`src/rtl/pla_pipe_eval.sv`:
```
// Programmable sum-of-products evaluator: AND/OR planes loaded over a config port, 2-stage valid/ready evaluation pipe.
// Optional PLA_HIT_CNT_EN adds hit_cnt, a saturating count of delivered non-zero results.
module pla_pipe_eval #(
  parameter int N_IN    = 12,
  parameter int N_OUT   = 10,
  parameter int N_TERMS = 32,
  localparam int AW     = $clog2(N_TERMS + 1)
) (
  input  logic             clk,
  input  logic             rst_n,
  input  logic             cfg_valid,
  output logic             cfg_ready,
  input  logic [AW-1:0]    cfg_addr,
  input  logic [N_IN-1:0]  cfg_care,
  input  logic [N_IN-1:0]  cfg_pol,
  input  logic [N_OUT-1:0] cfg_or,
  input  logic             cfg_commit,
  output logic             cfg_err,
  input  logic             in_valid,
  output logic             in_ready,
  input  logic [N_IN-1:0]  in_vec,
  output logic             out_valid,
  input  logic             out_ready,
  output logic [N_OUT-1:0] out_vec,
  output logic             busy
`ifdef PLA_HIT_CNT_EN
  ,
  output logic [15:0]      hit_cnt
`endif
);

  typedef enum logic [1:0] {S_CFG, S_RUN, S_DRAIN} state_e;

  localparam logic [AW-1:0] INV_ADDR = AW'(N_TERMS);

  state_e             state_q;
  logic               cfg_ready_q;
  logic               cfg_err_q;
  logic [N_IN-1:0]    care_q [N_TERMS];
  logic [N_IN-1:0]    pol_q  [N_TERMS];
  logic [N_OUT-1:0]   or_q   [N_TERMS];
  logic [N_OUT-1:0]   inv_q;
  logic               s1_vld_q;
  logic [N_TERMS-1:0] s1_term_q;
  logic               s2_vld_q;
  logic [N_OUT-1:0]   s2_out_q;

  logic               cfg_fire;
  logic               s1_adv;
  logic               s2_adv;
  logic               in_fire;
  logic [N_TERMS-1:0] term_d;
  logic [N_OUT-1:0]   s2_out_d;

  assign cfg_fire = cfg_valid && cfg_ready_q;
  assign s2_adv   = !s2_vld_q || out_ready;
  assign s1_adv   = !s1_vld_q || s2_adv;
  assign in_ready = (state_q == S_RUN) && s1_adv;
  assign in_fire  = in_valid && in_ready;

  assign cfg_ready = cfg_ready_q;
  assign cfg_err   = cfg_err_q;
  assign out_valid = s2_vld_q;
  assign out_vec   = s2_out_q;
  assign busy      = (state_q == S_DRAIN) || s1_vld_q || s2_vld_q;

  // A literal passes when it is don't-care or matches its polarity bit.
  always_comb begin
    term_d = '0;
    for (int t = 0; t < N_TERMS; t++) begin
      term_d[t] = &(~care_q[t] | ~(in_vec ^ pol_q[t]));
    end
  end

  always_comb begin
    s2_out_d = '0;
    for (int t = 0; t < N_TERMS; t++) begin
      if (s1_term_q[t]) s2_out_d = s2_out_d | or_q[t];
    end
    s2_out_d = s2_out_d ^ inv_q;
  end

  always_ff @(posedge clk) begin
    if (!rst_n) begin
      state_q     <= S_CFG;
      cfg_ready_q <= 1'b1;
      cfg_err_q   <= 1'b0;
    end else begin
      case (state_q)
        S_CFG: begin
          if (cfg_valid && (cfg_addr > INV_ADDR)) cfg_err_q <= 1'b1;
          if (cfg_commit) begin
            state_q     <= S_RUN;
            cfg_ready_q <= 1'b0;
          end
        end
        S_RUN: begin
          if (cfg_valid) state_q <= S_DRAIN;
        end
        S_DRAIN: begin
          if (!s1_vld_q && !s2_vld_q) begin
            state_q     <= S_CFG;
            cfg_ready_q <= 1'b1;
          end
        end
        default: begin
          state_q     <= S_CFG;
          cfg_ready_q <= 1'b1;
        end
      endcase
    end
  end

  // Writes only land in CFG, so the planes never change under a vector in flight.
  always_ff @(posedge clk) begin
    if (!rst_n) begin
      for (int t = 0; t < N_TERMS; t++) begin
        care_q[t] <= '0;
        pol_q[t]  <= '0;
        or_q[t]   <= '0;
      end
      inv_q <= '0;
    end else if (cfg_fire) begin
      for (int t = 0; t < N_TERMS; t++) begin
        if (cfg_addr == AW'(t)) begin
          care_q[t] <= cfg_care;
          pol_q[t]  <= cfg_pol;
          or_q[t]   <= cfg_or;
        end
      end
      if (cfg_addr == INV_ADDR) inv_q <= cfg_or;
    end
  end

  always_ff @(posedge clk) begin
    if (!rst_n) begin
      s1_vld_q  <= 1'b0;
      s1_term_q <= '0;
      s2_vld_q  <= 1'b0;
      s2_out_q  <= '0;
    end else begin
      if (s1_adv) begin
        s1_vld_q <= in_fire;
        if (in_fire) s1_term_q <= term_d;
      end
      if (s2_adv) begin
        s2_vld_q <= s1_vld_q;
        if (s1_vld_q) s2_out_q <= s2_out_d;
      end
    end
  end

`ifdef PLA_HIT_CNT_EN
  logic [15:0] hit_q;

  always_ff @(posedge clk) begin
    if (!rst_n) begin
      hit_q <= '0;
    end else if ((state_q == S_CFG) && cfg_commit) begin
      hit_q <= '0;
    end else if (s2_vld_q && out_ready && (|s2_out_q) && (hit_q != 16'hFFFF)) begin
      hit_q <= hit_q + 16'd1;
    end
  end

  assign hit_cnt = hit_q;
`endif

endmodule

```
`config.mk`:
```
export PLATFORM = sky130hd
export DESIGN_NAME = pla_pipe_eval
export DESIGN_NICKNAME = d
export VERILOG_FILES = /design/src/rtl/pla_pipe_eval.sv
export SDC_FILE = /design/constraint.sdc
export NUM_CORES = 2
export LEC_CHECK = 0
export CORE_UTILIZATION = 30
export DETAILED_ROUTE_END_ITERATION = 10
export GPL_TIMING_DRIVEN = 0
export SLEW_MARGIN = 20
export SYNTH_ARGS = -nofsm -noshare
export SYNTH_HDL_FRONTEND = slang
export SYNTH_SLANG_ARGS = --single-unit
```
`constraint.sdc`:
```
create_clock -name clk -period 11.25 [get_ports clk]
set_input_delay 1.125 -clock clk [delete_from_list [all_inputs] [get_ports clk]]
set_output_delay 1.125 -clock clk [all_outputs]
set_load 0.02 [all_outputs]
```
==> impl_metrics.env <==
export IMPL_grt_pass1_vias=26094
export IMPL_peakVddDrop_mv=0.139
export IMPL_core_area_mm2=0.150
export IMPL_clockPowerShare=0.392
export IMPL_cp_top_family="buffers and inverters"
export IMPL_cts_tree="done"
export IMPL_fillCellCount=14360
export IMPL_drive_above_1_share=0.104
export IMPL_syn_area_mm2=0.0454
export IMPL_syn_area_per_cell_um2=14.9
export IMPL_synth_top_cell_by_area="edfxtp_1"
export IMPL_grt_pass1_wl_mm=192
export IMPL_p_sw_w=0.00215
export IMPL_cp_end_kind="output port"
export IMPL_antenna_cells=0
export IMPL_dieArea_mm2=0.153
export IMPL_powerDensity_mw_per_mm2=173
export IMPL_switching_share=0.234
export IMPL_yosys_register_bits=1146
export IMPL_relSlewSlack=0.214
export IMPL_crit_arrival_ps=2470
export IMPL_finalSetupViolations=0
export IMPL_ctsHoldBuffers=0
export IMPL_grt_overflow=0
export IMPL_worstSkewPairLatency_ps=720
export IMPL_leakagePower_nw=18.7
export IMPL_drtPass1Iterations=6
export IMPL_cts_num_sinks=1146
export IMPL_fmax_ghz=0.278
export IMPL_crit_path_frequent_cell="clkdlybuf4s50_1"
export IMPL_fp_dieW_um=391
export IMPL_pin_count=73
export IMPL_async_reset_ff_frac=0
export IMPL_antenna_found_initial=4
export IMPL_drc=0
export IMPL_wl_per_cell_um=25.5
export IMPL_start_util=0.303
export IMPL_synth_edff_count=1088
export IMPL_power_frac_seq=0.538
export IMPL_ant_nets=0
export IMPL_internal_power_w=0.00703
export IMPL_gp_congestion=0.884
export IMPL_p_comb_frac=0.070
export IMPL_num_rows=142
export IMPL_die_y_um=391
export IMPL_synth_cell_types=39
export IMPL_synth_xor_area_frac=0.0760
export IMPL_drtIter0Drc=3319
export IMPL_post_place_ws_ps=6960
export IMPL_synth_top_area_share=0.719
export IMPL_syn2layout_area_growth_pct=16.9
export IMPL_rsz0062_at_grt="false"
export IMPL_worstPathMaxFanout=3
export IMPL_avgViaCountPerCell=5.07
export IMPL_grt_usage=0.176
export IMPL_finalClockSkew_ps=39.1
export IMPL_slowest_stage="clkdlybuf4s50_1"
export IMPL_critPathLaunchType="input port"
export IMPL_yosys_most_used_dff="edfxtp_1"
export IMPL_worstMarginPinSlew_ps=1180
export IMPL_postSynthCellCount=3041
export IMPL_clock_root_buffer="clkbuf_16"
export IMPL_setup_ws_ps=7650
export IMPL_dp_hpwl_mm=91.2
export IMPL_timing_worst_setup_path_type="input port to output port"
export IMPL_yosysWarnings=0
export IMPL_clockBufferDepth=3
export IMPL_drv_cap=0
export IMPL_io_buffers=57
export IMPL_htreeDepth=3
export IMPL_vias=27168
export IMPL_grt_max_degree=27
export IMPL_numCtsBuffers=115
export IMPL_timing_final_crit_period_ps=3600
export IMPL_synth_compound_area_frac=0.0734
export IMPL_synthAdderAreaFrac=0
export IMPL_postCtsSetupBuffers=0
export IMPL_synth_top_family_by_area="simple AND/OR/NAND/NOR gates"
export IMPL_synth_nets=3099
export IMPL_slowest_delay_ps=630
export IMPL_wirelength_mm=137
export IMPL_worstPathCellList="clkdlybuf4s50_1, nor2b_1, a21oi_1, clkdlybuf4s50_1"
export IMPL_final_hold_violation_count=0
export IMPL_hp_class="flop to flop"
export IMPL_synth_top_cells_by_area="edfxtp_1 (72%), xor2_1 (7.4%), nor2_1 (5.1%), a22oi_1 (3.7%), dfxtp_1 (2.6%)"
export IMPL_outcome="completed"
export IMPL_final_period_utilization=0.320
export IMPL_yosys_mux_area_fraction=0.00242
export IMPL_final_nets=3312
export IMPL_ys_seq_area_frac=0.745
export IMPL_synthSimpleGateAreaFrac=0.0786
export IMPL_ctsResizeCount=0
export IMPL_cp_required_ps=10130
export IMPL_finalSetupTns_ps=0
export IMPL_slew_viol_final=0
export IMPL_clk_pin_slew_ps=60
export IMPL_crit_buf_inv=2
==> worst reg2reg max path: stages (launching register included) <==
cell      delay, ps
dfxtp_1         390
and3b_1         220
nand2b_1        210
nor2_2          290
nand3_2         370
clkbuf_1        370
nand2_2         520
buf_16          250
==> metal layers <==
layer,up-vias,GRT usage,routed length (um)
met5,-,0,0
met2,1326,0.288,64900
met1,13980,0.237,55900
li1,11652,-,-
met4,0,0.0543,3900
met3,210,0.0325,11900
==> cells in the mapped netlist (all sizes together) (2+ instances only) <==
cell type / n
nor4: 12
nand3: 8
xor2: 384
nand2b: 6
nor2: 620
a22oi: 224
edfxtp: 1088
o21ai: 15
nor2b: 14
buf: 99
a21oi: 3
nand2: 102
o22ai: 33
clkbuf: 96
xnor2: 10
a221oi: 64
dfxtp: 58
mux2i: 11
o21a: 2
nand4: 72
and2: 3
a22o: 74
inv: 36
==> sequential cells by signal (all words and copies together) (netlist names) <==
name / flops
care_q: 384
pol_q: 384
or_q: 320
s1_term_q: 32
inv_q: 10
out_vec: 10
state_q: 2
cfg_err: 1
cfg_ready: 1
out_valid: 1
s1_vld_q: 1
==> kinds of logic after synthesis <==
kind of cell,count (synthesis)
AO/OA/AOI/OAI,417
multiplexers,11
XOR/XNOR,394
flip-flops,1146
AND/OR/NAND/NOR,842
buffers and inverters,231
==> worst paths after layout <==
| path | depth (start not counted) | start | slack [ps] | to |
|---|---|---|---|---|
| setup / recovery | 4 | out_ready | 7650 | in_ready |
| hold reg to reg | 1 | out_vec[9] | 470 | out_vec[9] |
| hold / removal | 1 | out_vec[9] | 470 | out_vec[9] |
| setup reg to reg | 7 | cfg_ready | 8350 | care_q[0][181] |
==> through the flow <==
step | hold WS (ps) | utilization | std cells | total power [W] | cell area (um^2)
6_report | 472 | 0.354 | 5360 | 0.00918 | 53100
4_1_cts | 476 | 0.354 | 5360 | 0.00920 | 53100
2_1_floorplan | 457 | - | 3041 | 0.00534 | 45400
5_1_grt | 490 | 0.354 | 5360 | 0.00940 | 53100
3_3_place_gp | 461 | 0.323 | 5114 | 0.00563 | 48500
3_5_place_dp | 462 | 0.330 | 5153 | 0.00567 | 49600
==> power by group through the flow <==
stage | Clock, W | Sequential, W | Combinational (W)
final | 0.00360 | 0.00493 | 0.000647
after global placement | 0 | 0.00504 | 0.000594
after detailed placement | 0 | 0.00502 | 0.000646
after floorplan | 0 | 0.00502 | 0.000327
after global routing | 0.00378 | 0.00495 | 0.000677
after CTS | 0.00362 | 0.00493 | 0.000648
==> cell type report <==
type | instances | area [um^2] | area share
sequential | 1146 | 33800 | 0.637
multi-input combinational | 1664 | 10700 | 0.201
clock buffer | 154 | 3050 | 0.0575
tap | 2016 | 2520 | 0.0475
timing repair buffer | 96 | 1460 | 0.0276
buffer | 195 | 986 | 0.0186
clock inverter | 53 | 422 | 0.00794
inverter | 36 | 135 | 0.00255
==> cells in the final DEF (no fill, tap or decap), types with 6 or more instances in the layout <==
cell,Yosys,layout
a221oi_1,45,45
a221oi_2,19,19
a22o_1,74,74
a22oi_1,224,224
buf_1,13,13
buf_12,0,19
buf_16,0,17
buf_2,58,58
buf_4,8,8
buf_6,20,20
clkbuf_1,96,131
clkbuf_16,0,115
clkdlybuf4s50_1,0,57
clkinv_1,0,22
clkinv_2,0,20
dfxtp_1,58,58
edfxtp_1,1088,1088
inv_1,36,36
mux2i_1,11,11
nand2_1,101,83
nand2_2,1,19
nand2b_1,6,6
nand3_2,6,6
nand4_1,72,72
nor2_1,617,617
nor2b_1,14,14
nor4_2,9,9
o21ai_4,0,14
o22ai_1,33,33
xnor2_1,10,10
xor2_1,384,384
(Power assumes the default switching activity.)
